===== config.mk =====
export PLATFORM = sky130hd
export DESIGN_NAME = entropy_uart_streamer
export DESIGN_NICKNAME = d
export VERILOG_FILES = /design/src/rtl/entropy_stream_pkg.sv /design/src/rtl/sync_word_fifo.sv /design/src/rtl/entropy_uart_streamer.sv
export SDC_FILE = /design/constraint.sdc
export NUM_CORES = 1
export LEC_CHECK = 0
export ABC_CLOCK_PERIOD_IN_PS = 9500
export CORE_AREA = 2 2 148 150
export DETAILED_ROUTE_END_ITERATION = 7
export DIE_AREA = 0 0 150 152
export GPL_ROUTABILITY_DRIVEN = 0
export PLACE_DENSITY_LB_ADDON = 0.05
export SLEW_MARGIN = 10
export SYNTH_ARGS = -nofsm -noshare
export SYNTH_HDL_FRONTEND = slang
export SYNTH_HIERARCHICAL = 1
export SYNTH_SLANG_ARGS = --single-unit

===== constraint.sdc =====
create_clock -name clk -period 9.5 [get_ports clk]
set_clock_uncertainty 0.1 [all_clocks]
set_input_delay 1.9 -clock clk [delete_from_list [all_inputs] [get_ports clk]]
set_output_delay 1.9 -clock clk [all_outputs]
set_load 0.03 [all_outputs]

===== src/rtl/entropy_stream_pkg.sv =====
// Shared encodings for the entropy UART streamer: host command bytes,
// streaming modes, command-decoder and transmit FSM states.
package entropy_stream_pkg;

  localparam logic [7:0] CMD_GO    = 8'h67;  // 'g'
  localparam logic [7:0] CMD_STOP  = 8'h73;  // 's'
  localparam logic [7:0] CMD_CLEAR = 8'h63;  // 'c'
  localparam logic [7:0] CMD_BURST = 8'h62;  // 'b'

  typedef enum logic [1:0] {
    STOPPED = 2'd0,
    CONT    = 2'd1,
    BURST   = 2'd2
  } mode_e;

  typedef enum logic {
    CMD_IDLE = 1'b0,
    CMD_LEN  = 1'b1
  } cmd_state_e;

  typedef enum logic [1:0] {
    TX_IDLE = 2'd0,
    TX_SEND = 2'd1,
    TX_GAP  = 2'd2
  } tx_state_e;

endpackage


===== src/rtl/sync_word_fifo.sv =====
// Single-clock word FIFO with show-ahead read data, synchronous flush and a
// registered occupancy count.
module sync_word_fifo #(
  parameter int WIDTH = 16,
  parameter int DEPTH = 8
) (
  input  logic                     clk,
  input  logic                     rst_n,
  input  logic                     push_i,
  input  logic [WIDTH-1:0]         wdata_i,
  input  logic                     pop_i,
  output logic [WIDTH-1:0]         rdata_o,
  input  logic                     flush_i,
  output logic                     full_o,
  output logic                     empty_o,
  output logic [$clog2(DEPTH):0]   level_o
);
  localparam int AW = $clog2(DEPTH);

  logic [WIDTH-1:0] mem_q [DEPTH];
  logic [AW-1:0]    wr_ptr_q, rd_ptr_q;
  logic [AW:0]      level_q;
  logic             do_push, do_pop;

  assign full_o  = (level_q == (AW+1)'(DEPTH));
  assign empty_o = (level_q == '0);
  assign level_o = level_q;
  assign rdata_o = mem_q[rd_ptr_q];

  // A full FIFO refuses the push even if a pop happens in the same cycle.
  assign do_push = push_i && !full_o && !flush_i;
  assign do_pop  = pop_i && !empty_o;

  always_ff @(posedge clk or negedge rst_n) begin
    if (!rst_n) begin
      wr_ptr_q <= '0;
      rd_ptr_q <= '0;
      level_q  <= '0;
    end else if (flush_i) begin
      wr_ptr_q <= '0;
      rd_ptr_q <= '0;
      level_q  <= '0;
    end else begin
      if (do_push) wr_ptr_q <= wr_ptr_q + 1'b1;
      if (do_pop)  rd_ptr_q <= rd_ptr_q + 1'b1;
      case ({do_push, do_pop})
        2'b10:   level_q <= level_q + 1'b1;
        2'b01:   level_q <= level_q - 1'b1;
        default: ;
      endcase
    end
  end

  // NOTE: the storage array is deliberately left without reset; the pointers
  // and level define which entries are valid, so clearing data buys nothing.
  always_ff @(posedge clk) begin
    if (do_push) mem_q[wr_ptr_q] <= wdata_i;
  end

endmodule


===== src/rtl/entropy_uart_streamer.sv =====
// Buffers random words, serialises them into UART bytes and decodes host
// commands that start, stop, clear or run a counted burst of the stream.
module entropy_uart_streamer
  import entropy_stream_pkg::*;
#(
  parameter int WORD_WIDTH = 16,
  parameter int FIFO_DEPTH = 8,
  parameter int LSB_FIRST  = 1,
  parameter int OVF_WIDTH  = 16
) (
  input  logic                          clk,
  input  logic                          rst_n,
  input  logic                          word_valid,
  input  logic [WORD_WIDTH-1:0]         word_data,
  input  logic                          rx_received,
  input  logic [7:0]                    rx_byte,
  input  logic                          tx_free,
  output logic                          tx_transmit,
  output logic [7:0]                    tx_byte,
  output logic                          streaming,
  output logic [$clog2(FIFO_DEPTH):0]   fifo_level,
  output logic [OVF_WIDTH-1:0]          overflow_count
);
  localparam int NB    = WORD_WIDTH / 8;
  localparam int IDX_W = (NB > 1) ? $clog2(NB) : 1;
  localparam logic [IDX_W-1:0] LAST_IDX = IDX_W'(NB - 1);

  mode_e                 mode_q, mode_d;
  cmd_state_e            cmd_q, cmd_d;
  tx_state_e             tx_state_q, tx_state_d;
  logic [7:0]            burst_q, burst_d;
  logic [IDX_W-1:0]      byte_idx_q, byte_idx_d;
  logic [WORD_WIDTH-1:0] word_q, word_d;
  logic [7:0]            tx_byte_q, tx_byte_d;
  logic [OVF_WIDTH-1:0]  ovf_q, ovf_d;

  logic                  fifo_push, fifo_pop, fifo_full, fifo_empty;
  logic [WORD_WIDTH-1:0] fifo_rdata;
  logic                  clear_cmd;
  logic [IDX_W-1:0]      byte_sel;
  logic [7:0]            cur_byte;

  // A 'c' only counts as a command outside the burst-length byte.
  assign clear_cmd = rx_received && (cmd_q == CMD_IDLE) && (rx_byte == CMD_CLEAR);
  assign fifo_push = word_valid && (mode_q != STOPPED) && !clear_cmd;

  sync_word_fifo #(
    .WIDTH (WORD_WIDTH),
    .DEPTH (FIFO_DEPTH)
  ) u_fifo (
    .clk     (clk),
    .rst_n   (rst_n),
    .push_i  (fifo_push),
    .wdata_i (word_data),
    .pop_i   (fifo_pop),
    .rdata_o (fifo_rdata),
    .flush_i (clear_cmd),
    .full_o  (fifo_full),
    .empty_o (fifo_empty),
    .level_o (fifo_level)
  );

  assign byte_sel = (LSB_FIRST != 0) ? byte_idx_q : (LAST_IDX - byte_idx_q);

  always_comb begin
    cur_byte = '0;
    for (int i = 0; i < NB; i++) begin
      if (byte_sel == IDX_W'(i)) cur_byte = word_q[i*8 +: 8];
    end
  end

  always_comb begin
    // NOTE: every next-state value starts from its register so that no path
    // through the branches below leaves a signal unassigned and infers a latch.
    mode_d      = mode_q;
    cmd_d       = cmd_q;
    tx_state_d  = tx_state_q;
    burst_d     = burst_q;
    byte_idx_d  = byte_idx_q;
    word_d      = word_q;
    tx_byte_d   = tx_byte_q;
    ovf_d       = ovf_q;
    fifo_pop    = 1'b0;
    tx_transmit = 1'b0;

    unique case (tx_state_q)
      TX_IDLE: begin
        if (!fifo_empty && (mode_q != STOPPED)) begin
          fifo_pop   = 1'b1;
          word_d     = fifo_rdata;
          byte_idx_d = '0;
          tx_state_d = TX_SEND;
        end
      end
      TX_SEND: begin
        if (tx_free) begin
          tx_transmit = 1'b1;
          tx_byte_d   = cur_byte;
          tx_state_d  = TX_GAP;
        end
      end
      TX_GAP: begin
        if (byte_idx_q == LAST_IDX) begin
          tx_state_d = TX_IDLE;
          if (mode_q == BURST) begin
            burst_d = burst_q - 8'd1;
            if (burst_q == 8'd1) mode_d = STOPPED;
          end
        end else begin
          byte_idx_d = byte_idx_q + 1'b1;
          tx_state_d = TX_SEND;
        end
      end
      default: tx_state_d = TX_IDLE;
    endcase

    if (word_valid && (mode_q != STOPPED) && fifo_full && !clear_cmd &&
        (ovf_q != {OVF_WIDTH{1'b1}})) begin
      ovf_d = ovf_q + 1'b1;
    end
    if (clear_cmd) ovf_d = '0;

    // Host commands take priority over the burst countdown in the same cycle.
    if (rx_received) begin
      case (cmd_q)
        CMD_IDLE: begin
          case (rx_byte)
            CMD_GO:    mode_d = CONT;
            CMD_STOP:  mode_d = STOPPED;
            CMD_BURST: cmd_d  = CMD_LEN;
            default:   ;
          endcase
        end
        CMD_LEN: begin
          cmd_d = CMD_IDLE;
          if (rx_byte != 8'd0) begin
            burst_d = rx_byte;
            mode_d  = BURST;
          end
        end
        default: cmd_d = CMD_IDLE;
      endcase
    end
  end

  // NOTE: state registers use non-blocking assignment so every flop samples
  // the pre-edge value of the others, independent of statement order.
  always_ff @(posedge clk or negedge rst_n) begin
    if (!rst_n) begin
      mode_q     <= STOPPED;
      cmd_q      <= CMD_IDLE;
      tx_state_q <= TX_IDLE;
      burst_q    <= '0;
      byte_idx_q <= '0;
      word_q     <= '0;
      tx_byte_q  <= '0;
      ovf_q      <= '0;
    end else begin
      mode_q     <= mode_d;
      cmd_q      <= cmd_d;
      tx_state_q <= tx_state_d;
      burst_q    <= burst_d;
      byte_idx_q <= byte_idx_d;
      word_q     <= word_d;
      tx_byte_q  <= tx_byte_d;
      ovf_q      <= ovf_d;
    end
  end

  // The byte is presented during its transmit cycle and held afterwards.
  assign tx_byte        = tx_transmit ? cur_byte : tx_byte_q;
  assign streaming      = (mode_q != STOPPED);
  assign overflow_count = ovf_q;

endmodule


Word-level counts from Yosys, hierarchy flattened
Memories as Yosys holds them, arrays and structs flattened. A register that Yosys moved wholly into a read port is not among the register bits.
Index checks and enable logic that the tools add are counted.
{"block": "classes", "n_addsub": 7, "n_eq_ne": 14, "n_mux": 39, "bitwise": 1, "reduce_logical": 28}
{"op": "$mux 8", "n": 8}
{"op": "$eq 8x7->1 const B", "n": 4}
{"op": "$mux 16", "n": 2}
{"op": "$add 16x1->16 const B", "n": 1}
{"op": "$mux 2", "n": 8}
{"op": "$ne 16x16->1 const B", "n": 1}
{"op": "$mux 3", "n": 4}
{"op": "$logic_and 1x1->1", "n": 11}
{"op": "$mux 1", "n": 10}
{"op": "$reduce_bool 2->1", "n": 5}
{"op": "$eq 8x1->1 const B", "n": 1}
{"op": "$pmux 2 s2", "n": 2}
{"op": "$pmux 4 s2", "n": 1}
{"op": "$reduce_and 2->1", "n": 4}
{"op": "$reduce_bool 8->1", "n": 1}
{"op": "$sub 8x1->8 const B", "n": 1}
{"op": "$add 3x1->3 const B", "n": 2}
{"op": "$eq 2x2->1 const B", "n": 3}
{"op": "$pmux 2 s3", "n": 1}
{"op": "$add 4x1->4 const B", "n": 1}
{"op": "$eq 2x1->1 const B", "n": 2}
{"op": "$eq 4x4->1 const B", "n": 1}
{"op": "$logic_not 1->1", "n": 4}
{"op": "$logic_not 4->1", "n": 1}
{"op": "other kinds (8)", "n": 10}
{"block": "word_totals", "ff_bits": 48, "ramBits": 128, "inputBits": 29, "n_memories": 1}
{"memory": "u_fifo.mem_q", "depth": 8, "word_bits": 16, "rd": 1, "rd_clocked_by_memory_dff": 1, "wr": 1, "line_no": "sync_word_fifo.sv:20", "text": "logic [WIDTH-1:0] mem_q [DEPTH];"}

Depth between registers and ports, before layout
{"block": "depth", "ltp_word": 10, "depth_mapped": 14}

Cells and area by module
The synthesis kept the hierarchy.
{"module": "sync_word_fifo", "instances": 1, "cells_each": 264, "area_each_um2": 5621.6}
{"module": "entropy_uart_streamer", "instances": 1, "cells_each": 290, "area_each_um2": 2731.4}

Worst setup path after synthesis
No wires, ideal clock.
{"block": "synth_path", "path_kind": "input -> output", "start": "in tx_free", "end": "out tx_byte[0]", "arrival_time_ps": 2951, "setup_slack_ps": 4549, "cell_stages": 6, "path_buffers": 2, "cell_sequence": "inv_1 -> or2_0 -> clkbuf_1 -> clkbuf_1 -> nand2_1 -> o21ai_1"}
{"block": "synth_between", "elab_chain_cells": 3}
{"item": "from (decl)", "line_no": "entropy_uart_streamer.sv:17", "text": "input logic tx_free,"}
{"item": "$mux 1", "line_no": "entropy_uart_streamer.sv:96", "text": "if (tx_free) begin"}
{"item": "$mux 1", "line_no": "entropy_uart_streamer.sv:86", "text": "unique case (tx_state_q)"}
{"item": "$mux 8", "line_no": "entropy_uart_streamer.sv:171", "text": "assign tx_byte = tx_transmit ? cur_byte : tx_byte_q;"}
{"item": "to (decl)", "line_no": "entropy_uart_streamer.sv:19", "text": "output logic [7:0] tx_byte,"}
No other way between the ends.

Worst setup path in the final report
{"block": "layout_path", "start": "in tx_free", "end": "out tx_byte[2]"}
Same word-level chain as after synthesis.

==> summary.txt <==
Worst setup path
  – Worst Setup Path Type: in -> out
  – Worst Path Arrival: just over 4000 ps
  – CP required: between 7000 and 8000 ps
  – CP endpoint kind: primary output
  – Setup crit start kind: input pin
  – Worst-path fanout max: 18

Drt
  – Total iterations of the first detailed-routing run: 4
  – Routed vias: about 4700
  – # DRC: 0
  – 1st-iter DRT viols: between 200 and 300
  – Final WL: between 15000 and 20000 um
  – Drt wl/cell: about 19 um
  – Vias per Instance: just over 5
  – Antenna Nets Post-Route: 0

Final layout
  – Final core occ: 0.459
  – Share of cells above drive strength 1: 0.130
  – Finished Layout Cells: 913
  – Syn-to-layout area delta: 17.3%
  – Post-layout net count: 657
  – Antenna cells: 0

Floorplan
  – Die H: approximately 150 um
  – Num rows: 54
  – Initial core utilization: 0.391
  – Core area: approximately 21000 um^2
  – Die area: approximately 23000 um^2
  – Die width: 150 um
  – Top Ports: just under 60

GRT
  – Final global-route overflow total: 0
  – Tot GR Track Use: 0.159
  – Vias in the first global route: ~4800
  – Initial antenna violation count: 0
  – Pin count of the biggest net entering global routing: 65
  – First-pass GRT wire length: around 27000 um

STA
  – Fin crit share: 0.638
  – Final setup TNS: 0 ps
  – RSZ-0062 raised after global routing: false
  – Final hold viol count: 0
  – Pins over their slew limit: 0
  – Crit path time final: ~6100 ps
  – Least-Margin Pin Slew: ~1100 ps
  – Fmax: roughly 160 MHz
  – Endpoints failing setup: 0
  – Setup ws final: between 3000 and 4000 ps
  – Slew margin rel.: 0.248

Placement
  – Placed cell count: around 900
  – Placement Setup Slack: between 3000 and 4000 ps
  – Port Buf Inserts: 58
  – Post-DP HPWL: 10500 um

Yosys
  – Syn_nets: approximately 590
  – EDFF count, synth: roughly 130
  – #FFs+latches synth: 192
  – Compound-cell area share of the yosys netlist: 0.0385
  – Syn. warnings: 6
  – Dominant synthesized flop cell: edfxtp_1
  – Mapped Cells: ~550
  – Post-Syn Area: roughly 8400 um^2
  – Largest family of logic cells by synthesized area: multiplexers
  – Count of cell types in the netlist: just over 60
  – Mux share of post-synthesis cell area: 0.135
  – Post-synthesis simple-gate area fraction: 0.109
  – Synth Area in Adders: 0.0129
  – XOR/XNOR Fraction of Synth Area: 0.0294
  – Post-synth ARST share: 0.333
  – Synth Area per Inst: between 15 and 20 um^2
  – Register area share after synthesis: 0.652

Clocking
  – Hold buffers post-CTS: 0
  – Post-CTS sizing: 0
  – CTS H-tree lvls: 4
  – Clock Path Buffers: 2
  – Clock-pin transition on the worst setup and hold timing paths: roughly 70 ps
  – CTS root buf: clkbuf_16
  – Worst-Skew Late Latency: 430 ps
  – CTS tree: built
  – CTS sink cnt: about 190
  – Setup Fix Bufs, Post-CTS: 0
  – Total clock buffers created by CTS: 17

Power
  – Pwr dens: around 260 nW/um^2
  – Peak supply drop: 0.128 mV
  – Lkg Pwr: around 0.0036 uW

Flow run
  – Max-Cap Viols: 0

Min path
  – Hold Crit Class: reg -> reg

Outcome
  – Status: completed
-- cells in the mapped netlist (2+ instances only) --
library cell,number,area share
nand4b_1,2,0.0021
xnor2_1,12,0.013
o21ai_0,2,0.0012
mux2_2,16,0.022
nand2b_1,6,0.0045
inv_1,12,0.0054
and2_1,4,0.0030
and3_1,4,0.0030
dfrtp_1,64,0.19
nor2_2,2,0.0015
and4_1,2,0.0021
buf_2,6,0.0036
nand4_1,8,0.0060
buf_6,5,0.0067
nor2_1,37,0.017
edfxtp_1,128,0.46
a21oi_1,8,0.0048
nand2_1,77,0.035
clkbuf_1,9,0.0040
o21ai_1,17,0.010
nand3b_1,2,0.0018
nor3_1,8,0.0048
nand3_1,12,0.0072
o211ai_1,3,0.0027
a211oi_1,2,0.0018
ha_1,7,0.010
or4_1,3,0.0027
o2111ai_1,2,0.0021
and4_4,2,0.0027
mux2i_1,13,0.016
mux4_2,6,0.016
nor4_1,3,0.0022
xor2_1,16,0.017
mux4_1,26,0.082
-- metrics by stage --
| step | hold slack [ps] | cell area [um^2] | power, uW |
|---|---|---|---|
| 4_1_cts | 381 | 9800 | 2620 |
| 3_5_place_dp | 363 | 9230 | 1930 |
| 3_3_place_gp | 360 | 9230 | 1920 |
| 2_1_floorplan | 345 | 8350 | 1690 |
| 5_1_grt | 406 | 9800 | 2740 |
| 6_report | 376 | 9800 | 2580 |
-- cells in the final DEF (no fill, tap or decap), types with 3 or more instances in the layout --
cell type        synthesis  final
nand3_1                 12     12
dfrtp_1                 64     63
mux2i_1                 13     13
mux4_2                   6      6
xor2_1                  16     16
clkdlybuf4s50_1          0     57
inv_1                   12     12
nor3_2                   1      3
ha_1                     7      7
and3_1                   4      4
nand4_1                  8      8
clkinvlp_4               0      4
or4_1                    3      3
a21oi_1                  8      8
mux4_1                  26     26
nor3_1                   8      6
xnor2_1                 12     12
inv_8                    0      4
inv_6                    0      3
edfxtp_1               128    128
and2_1                   4      4
nor2_1                  37     37
buf_4                    1     11
o211ai_1                 3      3
nand2_1                 77     77
nor4_1                   3      3
clkbuf_16                0     17
o21ai_1                 17     17
nand2b_1                 6      6
mux2_2                  16     16
-- worst max-delay path, stage by stage --
cell             delay [ps]
clkdlybuf4s50_1         430
inv_1                    60
or2_0                   720
nand2_1                 100
o21ai_1                 140
clkdlybuf4s50_1         700
-- final timing paths --
check | end | slack (ps) | startpoint | cells after the start
max in group asynchronous | u_fifo/rd_ptr_q[1] | 7140 | rst_n | 2
min in group asynchronous | overflow_count[2] | 1540 | rst_n | 2
worst min register to register | word_q[11] | 380 | word_q[11] | 2
worst max register to register | u_fifo/level_o[3] | 5730 | cmd_q | 13
worst max-delay path | tx_byte[2] | 3440 | tx_free | 6
worst min-delay path | word_q[11] | 380 | word_q[11] | 2
-- metal layers --
metal  GRT usage  share of wire  wire (um)  vias to the layer above
met5           0              0          0                        -
met1       0.205           0.45       7660                     2374
met4      0.0427          0.012        210                        0
met3      0.0411          0.036        612                       19
li1            -              -          -                     2223
met2       0.266           0.50       8540                       74
-- area by class of cell --
| cell class | count | area (um^2) |
|---|---|---|
| sequential | 192 | 5450 |
| tap | 280 | 350 |
| clock buffer | 18 | 429 |
| clock inverter | 14 | 143 |
| multi-input combinational | 327 | 2720 |
| inverter | 13 | 50.0 |
| fill | 1930 | 11600 |
| timing repair buffer | 69 | 658 |
-- logic make-up (layout without fill, tap and decap cells) --
| group | count (synthesis) | in the layout |
|---|---|---|
| adder cells (fa/ha/maj) | 8 | 8 |
| buffers and inverters | 35 | 114 |
| multiplexers | 61 | 61 |
| AND/OR/NAND/NOR | 184 | 184 |
| XOR/XNOR | 28 | 28 |
| AO/OA/AOI/OAI | 46 | 46 |
| flip-flops | 192 | 192 |
-- where the power goes --
part,total [uW],switching [uW],internal (uW)
logic,734,378,356
registers,1160,142,1020
clock network,687,337,349
total,2580,857,1730
-- flip-flops by register name, summed over array words and instances (netlist names) --
name and count:
mode_q 2, byte_idx_q 1, tx_state_q 2, tx_byte_q 8, u_fifo/wr_ptr_q 3, u_fifo/rd_ptr_q 3
u_fifo/mem_q 128, word_q 16, overflow_count 16, burst_q 8, u_fifo/level_o 4, cmd_q 1
(Power assumes the default switching activity.)
